`src/rtl/tow_rope_ctrl_pkg.sv`:
```
// Shared tug-of-war game definitions: round FSM states and rope geometry helpers.
package tow_rope_ctrl_pkg;

    // Round sequencing: re-arm after release, debounce the press, apply it, or stop on a win.
    typedef enum logic [2:0] {
        StRelease,
        StArmed,
        StSettle,
        StResolve,
        StWin
    } tow_state_e;

    localparam int unsigned N_POS_DEFAULT = 9;

    // Index of the middle LED; the rope starts and restarts here.
    function automatic int unsigned centre_pos(input int unsigned n_pos);
        return (n_pos - 1) / 2;
    endfunction

endpackage

```
`src/rtl/tow_rope_ctrl_if.sv`:
```
// Latch-to-controller bundle: press status in, latch clear and game display out.
interface tow_rope_ctrl_if #(
    parameter int unsigned N_POS = 9,
    parameter int unsigned CNT_W = 8
);
    logic             push;
    logic             tie;
    logic             right;
    logic             clr;
    logic [N_POS-1:0] leds;
    logic             tie_pulse;
    logic             win_valid;
    logic             win_right;
    logic [CNT_W-1:0] rounds;

    // Driver of the press inputs (latch side or bench).
    modport master (
        output push, tie, right,
        input  clr, leds, tie_pulse, win_valid, win_right, rounds
    );

    // The rope controller.
    modport slave (
        input  push, tie, right,
        output clr, leds, tie_pulse, win_valid, win_right, rounds
    );
endinterface

```
`src/rtl/tow_hold_timer.sv`:
```
// Loadable up-counter with clear and terminal-count flag, used to time press/release windows.
module tow_hold_timer #(
    parameter int unsigned W        = 3,
    parameter int unsigned Terminal = 3
) (
    input  logic         clk,
    input  logic         rst,
    input  logic         clr_i,
    input  logic         inc_i,
    input  logic         load_i,
    input  logic [W-1:0] load_val_i,
    output logic [W-1:0] cnt_o,
    output logic         tc_o
);
    logic [W-1:0] cnt_d, cnt_q;

    // Next count: clear wins over load, load wins over increment.
    always_comb begin
        cnt_d = cnt_q;
        if (clr_i) begin
            cnt_d = '0;
        end else if (load_i) begin
            cnt_d = load_val_i;
        end else if (inc_i) begin
            cnt_d = cnt_q + W'(1);
        end
    end

    // Counter register.
    always_ff @(posedge clk or posedge rst) begin
        if (rst) begin
            cnt_q <= '0;
        end else begin
            cnt_q <= cnt_d;
        end
    end

    assign cnt_o = cnt_q;
    assign tc_o  = (cnt_q == W'(Terminal));

endmodule

```
`src/rtl/tow_rope_ctrl.sv`:
```
// Tug-of-war rope controller: one debounced round per latched press, marker moves toward the
// press winner, game stops when the marker reaches an end.
module tow_rope_ctrl
    import tow_rope_ctrl_pkg::*;
#(
    parameter int unsigned N_POS          = N_POS_DEFAULT,
    parameter int unsigned SETTLE_CYCLES  = 4,
    parameter int unsigned RELEASE_CYCLES = 4,
    parameter int unsigned CNT_W          = 8
) (
    input logic           clk,
    input logic           rst,
    tow_rope_ctrl_if.slave bus
);
    localparam int unsigned Centre = centre_pos(N_POS);
    localparam int unsigned PosW   = $clog2(N_POS);
    localparam int unsigned MaxWin = (SETTLE_CYCLES > RELEASE_CYCLES) ? SETTLE_CYCLES
                                                                       : RELEASE_CYCLES;
    localparam int unsigned TimerW = $clog2(MaxWin + 1);

    tow_state_e       state_d, state_q;
    logic [PosW-1:0]  pos_d, pos_q;
    logic [N_POS-1:0] leds_d, leds_q;
    logic             clr_d, clr_q;
    logic             tie_pulse_d, tie_pulse_q;
    logic             win_valid_d, win_valid_q;
    logic             win_right_d, win_right_q;
    logic [CNT_W-1:0] rounds_d, rounds_q;
    logic             samp_tie_d, samp_tie_q;
    logic             samp_right_d, samp_right_q;

    logic              settle_clr, settle_tc;
    logic              rel_clr, rel_tc;
    logic [TimerW-1:0] settle_cnt, rel_cnt;

    // Window timers run only in their own state and restart whenever the push level breaks.
    assign settle_clr = (state_q != StSettle) || !bus.push || settle_tc;
    assign rel_clr    = (state_q != StRelease) || bus.push || rel_tc;

    tow_hold_timer #(
        .W        (TimerW),
        .Terminal (SETTLE_CYCLES - 1)
    ) u_settle_timer (
        .clk        (clk),
        .rst        (rst),
        .clr_i      (settle_clr),
        .inc_i      (!settle_clr),
        .load_i     (1'b0),
        .load_val_i ('0),
        .cnt_o      (settle_cnt),
        .tc_o       (settle_tc)
    );

    tow_hold_timer #(
        .W        (TimerW),
        .Terminal (RELEASE_CYCLES - 1)
    ) u_release_timer (
        .clk        (clk),
        .rst        (rst),
        .clr_i      (rel_clr),
        .inc_i      (!rel_clr),
        .load_i     (1'b0),
        .load_val_i ('0),
        .cnt_o      (rel_cnt),
        .tc_o       (rel_tc)
    );

    // Round sequencing and next values of every registered output.
    always_comb begin
        state_d      = state_q;
        pos_d        = pos_q;
        tie_pulse_d  = 1'b0;
        win_valid_d  = win_valid_q;
        win_right_d  = win_right_q;
        rounds_d     = rounds_q;
        samp_tie_d   = samp_tie_q;
        samp_right_d = samp_right_q;

        unique case (state_q)
            StRelease: begin
                if (!bus.push && rel_tc) begin
                    state_d = StArmed;
                end
            end
            StArmed: begin
                if (bus.push) begin
                    state_d = StSettle;
                end
            end
            StSettle: begin
                if (!bus.push) begin
                    state_d = StArmed;
                end else if (settle_tc) begin
                    state_d      = StResolve;
                    samp_tie_d   = bus.tie;
                    samp_right_d = bus.right;
                    // Pulse is registered so it is visible during the resolve cycle itself.
                    tie_pulse_d  = bus.tie;
                end
            end
            StResolve: begin
                if (samp_tie_q) begin
                    pos_d = pos_q;
                end else if (samp_right_q) begin
                    pos_d = pos_q + PosW'(1);
                end else begin
                    pos_d = pos_q - PosW'(1);
                end
                if (rounds_q != '1) begin
                    rounds_d = rounds_q + CNT_W'(1);
                end
                if ((pos_d == '0) || (pos_d == PosW'(N_POS - 1))) begin
                    state_d     = StWin;
                    win_valid_d = 1'b1;
                    win_right_d = (pos_d == PosW'(N_POS - 1));
                end else begin
                    state_d = StRelease;
                end
            end
            StWin: begin
                state_d = StWin;
            end
            default: begin
                state_d = StRelease;
            end
        endcase

        clr_d  = (state_d == StRelease) || (state_d == StWin);
        leds_d = '0;
        leds_d[pos_d] = 1'b1;
    end

    // State and output registers.
    always_ff @(posedge clk or posedge rst) begin
        if (rst) begin
            state_q      <= StRelease;
            pos_q        <= PosW'(Centre);
            leds_q       <= N_POS'(1) << Centre;
            clr_q        <= 1'b1;
            tie_pulse_q  <= 1'b0;
            win_valid_q  <= 1'b0;
            win_right_q  <= 1'b0;
            rounds_q     <= '0;
            samp_tie_q   <= 1'b0;
            samp_right_q <= 1'b0;
        end else begin
            state_q      <= state_d;
            pos_q        <= pos_d;
            leds_q       <= leds_d;
            clr_q        <= clr_d;
            tie_pulse_q  <= tie_pulse_d;
            win_valid_q  <= win_valid_d;
            win_right_q  <= win_right_d;
            rounds_q     <= rounds_d;
            samp_tie_q   <= samp_tie_d;
            samp_right_q <= samp_right_d;
        end
    end

    assign bus.clr       = clr_q;
    assign bus.leds      = leds_q;
    assign bus.tie_pulse = tie_pulse_q;
    assign bus.win_valid = win_valid_q;
    assign bus.win_right = win_right_q;
    assign bus.rounds    = rounds_q;

endmodule

```
`src/flat_wrapper.sv`:
```
// flat-port wrapper written by rule: the top's interface ports become plain ports
module tow_rope_ctrl_flat import tow_rope_ctrl_pkg::*;
#(
    parameter int unsigned N_POS          = N_POS_DEFAULT,
    parameter int unsigned SETTLE_CYCLES  = 4,
    parameter int unsigned RELEASE_CYCLES = 4,
    parameter int unsigned CNT_W          = 8
)
  (clk, rst, bus_push, bus_tie, bus_right, bus_clr, bus_leds, bus_tie_pulse, bus_win_valid, bus_win_right, bus_rounds);
  tow_rope_ctrl_if #(.N_POS(N_POS), .CNT_W(CNT_W)) bus_i ();
  input logic clk;
  input logic rst;
  input wire logic [$bits(bus_i.push)-1:0] bus_push;
  input wire logic [$bits(bus_i.tie)-1:0] bus_tie;
  input wire logic [$bits(bus_i.right)-1:0] bus_right;
  output wire logic [$bits(bus_i.clr)-1:0] bus_clr;
  output wire logic [$bits(bus_i.leds)-1:0] bus_leds;
  output wire logic [$bits(bus_i.tie_pulse)-1:0] bus_tie_pulse;
  output wire logic [$bits(bus_i.win_valid)-1:0] bus_win_valid;
  output wire logic [$bits(bus_i.win_right)-1:0] bus_win_right;
  output wire logic [$bits(bus_i.rounds)-1:0] bus_rounds;
  assign bus_i.push = bus_push;
  assign bus_i.tie = bus_tie;
  assign bus_i.right = bus_right;
  assign bus_clr = bus_i.clr;
  assign bus_leds = bus_i.leds;
  assign bus_tie_pulse = bus_i.tie_pulse;
  assign bus_win_valid = bus_i.win_valid;
  assign bus_win_right = bus_i.win_right;
  assign bus_rounds = bus_i.rounds;
  tow_rope_ctrl #(.N_POS(N_POS), .SETTLE_CYCLES(SETTLE_CYCLES), .RELEASE_CYCLES(RELEASE_CYCLES), .CNT_W(CNT_W)) u_core (.clk(clk), .rst(rst), .bus(bus_i));
endmodule
```
`config.mk`:
```
export PLATFORM = sky130hd
export DESIGN_NAME = tow_rope_ctrl_flat
export DESIGN_NICKNAME = d
export VERILOG_FILES = /design/src/rtl/tow_rope_ctrl_pkg.sv /design/src/rtl/tow_rope_ctrl_if.sv /design/src/rtl/tow_hold_timer.sv /design/src/rtl/tow_rope_ctrl.sv /design/src/flat_wrapper.sv
export SDC_FILE = /design/constraint.sdc
export NUM_CORES = 1
export LEC_CHECK = 0
export BUFFER_PORTS_ARGS = -buffer_cell sky130_fd_sc_hd__buf_2
export CAP_MARGIN = 10
export CORE_UTILIZATION = 46
export DETAILED_ROUTE_END_ITERATION = 12
export PLACE_DENSITY = 0.67
export SLEW_MARGIN = 30
export SYNTH_ARGS = -nofsm -noshare
export SYNTH_HDL_FRONTEND = slang
export SYNTH_SLANG_ARGS = --single-unit
```
`constraint.sdc`:
```
create_clock -name clk -period 5.8 [get_ports clk]
set_input_delay 0.29 -clock clk [delete_from_list [all_inputs] [get_ports clk]]
set_output_delay 0.29 -clock clk [all_outputs]
set_load 0.1 [all_outputs]
```
==> out/summary.json <==
{
  "result_of_the_run": {"value": "completed"},
  "design.die.area": {"value": 4110, "unit": "sq um"},
  "number_of_antenna_violations_at_the_first_check_in_global_routing": {"value": 0},
  "first_pass_grt_wire_length": {"value": 5.29, "unit": "mm"},
  "post_synthesis_share_of_cell_area_spent_on_full_adders_half_adders_and_majority_gates": {"value": 6.06, "unit": "%"},
  "grt_start_max_net_pins": {"value": 25},
  "number_of_clock_buffers_inserted_by_tritoncts": {"value": 5},
  "post_drt_wl_per_cell": {"value": 13.1, "unit": "microns"},
  "yosys.area.top_type_share": {"value": 46.5, "unit": "%"},
  "synth_top_family_by_area": {"value": "simple AND/OR/NAND/NOR gates"},
  "ys_top_cells_by_area": {"value": "dfrtp_1 (47%), ha_1 (4.9%), dfstp_2 (4.4%)"},
  "antenna_cells_inserted": {"value": 0},
  "finalWeightedCongestion": {"value": 0.786},
  "post_synth_mux_area_share": {"value": 2.96, "unit": "%"},
  "cts_sink_count": {"value": 36},
  "syn_avg_cell_area": {"value": 11.2, "unit": "sq um"},
  "routed_via_density": {"value": 5.40},
  "cts_max_level": {"value": 2},
  "synthSimpleGateAreaFrac": {"value": 18.8, "unit": "%"},
  "die_h": {"value": 64.1, "unit": "microns"},
  "finalMaxSlewViolations": {"value": 0},
  "layout_common_cells": {"value": "dfrtp_1 (33), buf_2 (25), nor2_1 (15)"},
  "cp.required": {"value": 5.96, "unit": "ns"},
  "grt_overflow": {"value": 0},
  "drcViolationCount": {"value": 0},
  "max_stage_delay": {"value": 0.55, "unit": "ns"},
  "hp-class": {"value": "primary input to async pin"},
  "cts_tree": {"value": "done"},
  "crit_path_cells": {"value": "inv_1, fa_1, or3b_2, o21ai_1, and2_1, a31oi_1"},
  "cts.repair_timing.setup_buffer_count": {"value": 0},
  "synth-edff-count": {"value": 0},
  "place.detailed.instances": {"value": 227},
  "floorplan.initialDensity": {"value": 48.1, "unit": "%"},
  "critPathArrivalTime": {"value": 2.40, "unit": "ns"},
  "clock_latency_at_the_later_pin_of_the_worst_skew_pair": {"value": 0.29, "unit": "ns"},
  "yosysUniqueCellTypes": {"value": 45},
  "input_output_buffers": {"value": 25},
  "final_hold_vio_count": {"value": 0},
  "mostFrequentLayoutCell": {"value": "dfrtp_1"},
  "max_cap_viol_count": {"value": 0},
  "core_region_area": {"value": 3690, "unit": "sq um"},
  "io_pins": {"value": 26},
  "critPathMaxFanout": {"value": 9},
  "synthDominantAreaCellType": {"value": "dfrtp_1"},
  "fmax": {"value": 447, "unit": "MHz"},
  "number_of_buffer_and_inverter_instances_along_the_worst_setup_path": {"value": 1},
  "timing.critical_path.to_type": {"value": "register"},
  "met2_wirelength": {"value": 1.45, "unit": "mm"},
  "p_leak": {"value": 1.01, "unit": "nW"},
  "tightest_slew": {"value": 0.483, "unit": "ns"},
  "post_cts_resize_count": {"value": 0},
  "crit_path_start_kind": {"value": "register"},
  "detailroute.wirelength.met3": {"value": 132, "unit": "microns"},
  "final.setup.tns": {"value": 0, "unit": "ns"},
  "power-per-cell-area": {"value": 465, "unit": "nW/um^2"},
  "post_layout_nonfiller_instances": {"value": 235},
  "skew": {"value": 0.0102, "unit": "ns"},
  "postLayoutSetupSlackWorst": {"value": 3.56, "unit": "ns"},
  "holdBufCountCts": {"value": 0},
  "critical-path-slowest-cell": {"value": "fa_1"},
  "grt_util_all_layers": {"value": 17.0, "unit": "%"},
  "final_nets": {"value": 199},
  "number_of_failing_setup_endpoints_in_the_final_timing_report": {"value": 0},
  "yosys_warnings": {"value": 0},
  "max_slew_headroom_at_the_worst_pin": {"value": 67.8, "unit": "%"},
  "final_cell_area": {"value": 2000, "unit": "sq um"},
  "dr.first_iter.drc_count": {"value": 52},
  "postPlaceCellArea": {"value": 1920, "unit": "sq um"},
  "vias_in_the_first_global_route": {"value": 1240},
  "pre_cts_ws": {"value": 3.58, "unit": "ns"},
  "dr.pass1.iters": {"value": 4},
  "wl": {"value": 3.07, "unit": "mm"},
  "yosysSeqAreaShare": {"value": 51.0, "unit": "%"},
  "final.period_utilization": {"value": 38.6, "unit": "%"},
  "highest_routed_metal_layer": {"value": "met4"},
  "dominantRegCellSynth": {"value": "dfrtp_1"},
  "root_buffer": {"value": "clkbuf_8"},
  "core.rowCount": {"value": 22},
  "cp_top_family": {"value": "simple AND/OR/NAND/NOR gates"},
  "synth_compound_area_share": {"value": 11.7, "unit": "%"},
  "syn_area": {"value": 1770, "unit": "sq um"},
  "clkTransAtPathRegs": {"value": 0.07, "unit": "ns"},
  "synthesized_nets": {"value": 172},
  "period_needed": {"value": 2.24, "unit": "ns"},
  "drt.antenna.violating_nets": {"value": 0},
  "post_route_cells_drive_above_1_share": {"value": 25.7, "unit": "%"},
  "area.growth.synth_to_final": {"value": 12.6, "unit": "%"},
  "postSynthCellCount": {"value": 159},
  "vias": {"value": 1269},
  "routedLengthMet1": {"value": 1.44, "unit": "mm"},
  "cts_max_path_buffers": {"value": 2},
  "final-seq-area": {"value": 905, "unit": "sq um"},
  "multi_input_comb_area": {"value": 788, "unit": "sq um"},
  "irDropWorstVdd": {"value": 0.000226, "unit": "V"},
  "crit_type": {"value": "register to register"},
  "yosys.area_share.xor_xnor": {"value": 4.94, "unit": "%"},
  "fill_cell_total_of_the_finished_layout": {"value": 335},
  "synth-async-reset-ratio": {"value": 100, "unit": "%"},
  "postSynthRegisterBits": {"value": 36},
  "hpwl": {"value": 2.24, "unit": "mm"},
  "grt_setup_unrepaired": {"value": "no"},
  "die-width": {"value": 64.1, "unit": "microns"}
}
-- cells in the mapped netlist, types with 2 or more instances --
| library cell | n |
|---|---|
| xnor2_1 | 6 |
| nand3_1 | 6 |
| nand4_1 | 3 |
| mux2_4 | 2 |
| nor3b_1 | 3 |
| nor3_1 | 5 |
| xor2_1 | 4 |
| o211ai_1 | 4 |
| mux2_2 | 2 |
| and3_1 | 5 |
| ha_1 | 7 |
| nor2_1 | 15 |
| nand2b_1 | 2 |
| inv_1 | 8 |
| a21oi_1 | 5 |
| dfstp_2 | 3 |
| nand2_1 | 8 |
| a21o_1 | 4 |
| a31oi_1 | 9 |
| dfrtp_1 | 33 |
-- through the flow --
stage | total power (W) | hold WS, ns | util, %
after floorplan | 0.000702 | 0.408 | -
after global placement | 0.000754 | 0.314 | 51.9
after detailed placement | 0.000766 | 0.335 | 51.9
after CTS | 0.000937 | 0.0199 | 54.1
after global routing | 0.000987 | 0.0365 | 54.1
final | 0.000929 | 0.00599 | 54.1
-- state kept, by name, indices dropped and copies added (netlist names) --
register,flops
u_core.bus.win_right,1
u_core.pos_q,4
u_core.bus.clr,1
u_core.bus.leds,9
u_core.state_q,3
u_core.u_settle_timer.cnt_o,3
u_core.bus.win_valid,1
u_core.samp_tie_q,1
u_core.bus.rounds,8
u_core.samp_right_q,1
u_core.bus.tie_pulse,1
u_core.u_release_timer.cnt_o,3
-- worst reg2reg max path: stages (launching register included) --
cell	delay [ns]
dfrtp_1	0.49
inv_1	0.21
fa_1	0.55
or3b_2	0.45
o21ai_1	0.16
and2_1	0.18
a31oi_1	0.08
-- area by class of cell --
class	count	area share, %
Clock buffer	7	3.82
Clock inverter	1	0.251
Inverter	8	1.50
Multi-Input combinational cell	109	39.5
Sequential cell	36	45.3
Tap cell	48	3.01
Timing Repair Buffer	26	6.64
-- metal layers --
| metal | vias to the layer above | GRT usage, % |
|---|---|---|
| met5 | - | 0 |
| met3 | 6 | 6.07 |
| li1 | 626 | - |
| met4 | 0 | 7.22 |
| met2 | 24 | 27.9 |
| met1 | 613 | 20.2 |
-- worst paths after layout --
check | start | to | slack [ns] | cells after the start
worst max-delay path | u_core.samp_right_q | u_core.bus.win_right | 3.56 | 6
worst min-delay path | rst | u_core.bus.rounds[3] | 0.006 | 2
worst max register to register | u_core.samp_right_q | u_core.bus.win_right | 3.56 | 6
worst min register to register | u_core.u_settle_timer.cnt_o[0] | u_core.u_settle_timer.cnt_o[0] | 0.44 | 1
max in group asynchronous | rst | u_core.bus.leds[4] | 5.05 | 3
min in group clk | bus_tie | u_core.bus.tie_pulse | 0.22 | 3
-- logic make-up (layout without fill, tap and decap cells) --
kind of cell | count (synthesis) | count (layout)
and+or+nand+nor | 58 | 58
DFF | 36 | 36
AOI/OAI and AO/OA | 29 | 29
buffers and inverters | 14 | 42
xor gates and xnor gates | 10 | 10
adders and majority gates | 8 | 8
muxes | 4 | 4
-- where the power goes --
part | internal [W] | total (W) | switching [W] | leakage [nW]
logic | 0.000118 | 0.000414 | 0.000296 | 0.489
clock network | 0.0000841 | 0.000166 | 0.0000819 | 0.0422
registers | 0.000302 | 0.000349 | 0.0000472 | 0.483
total | 0.000504 | 0.000929 | 0.000425 | 1.01
Power figures use the tool's default switching activity.
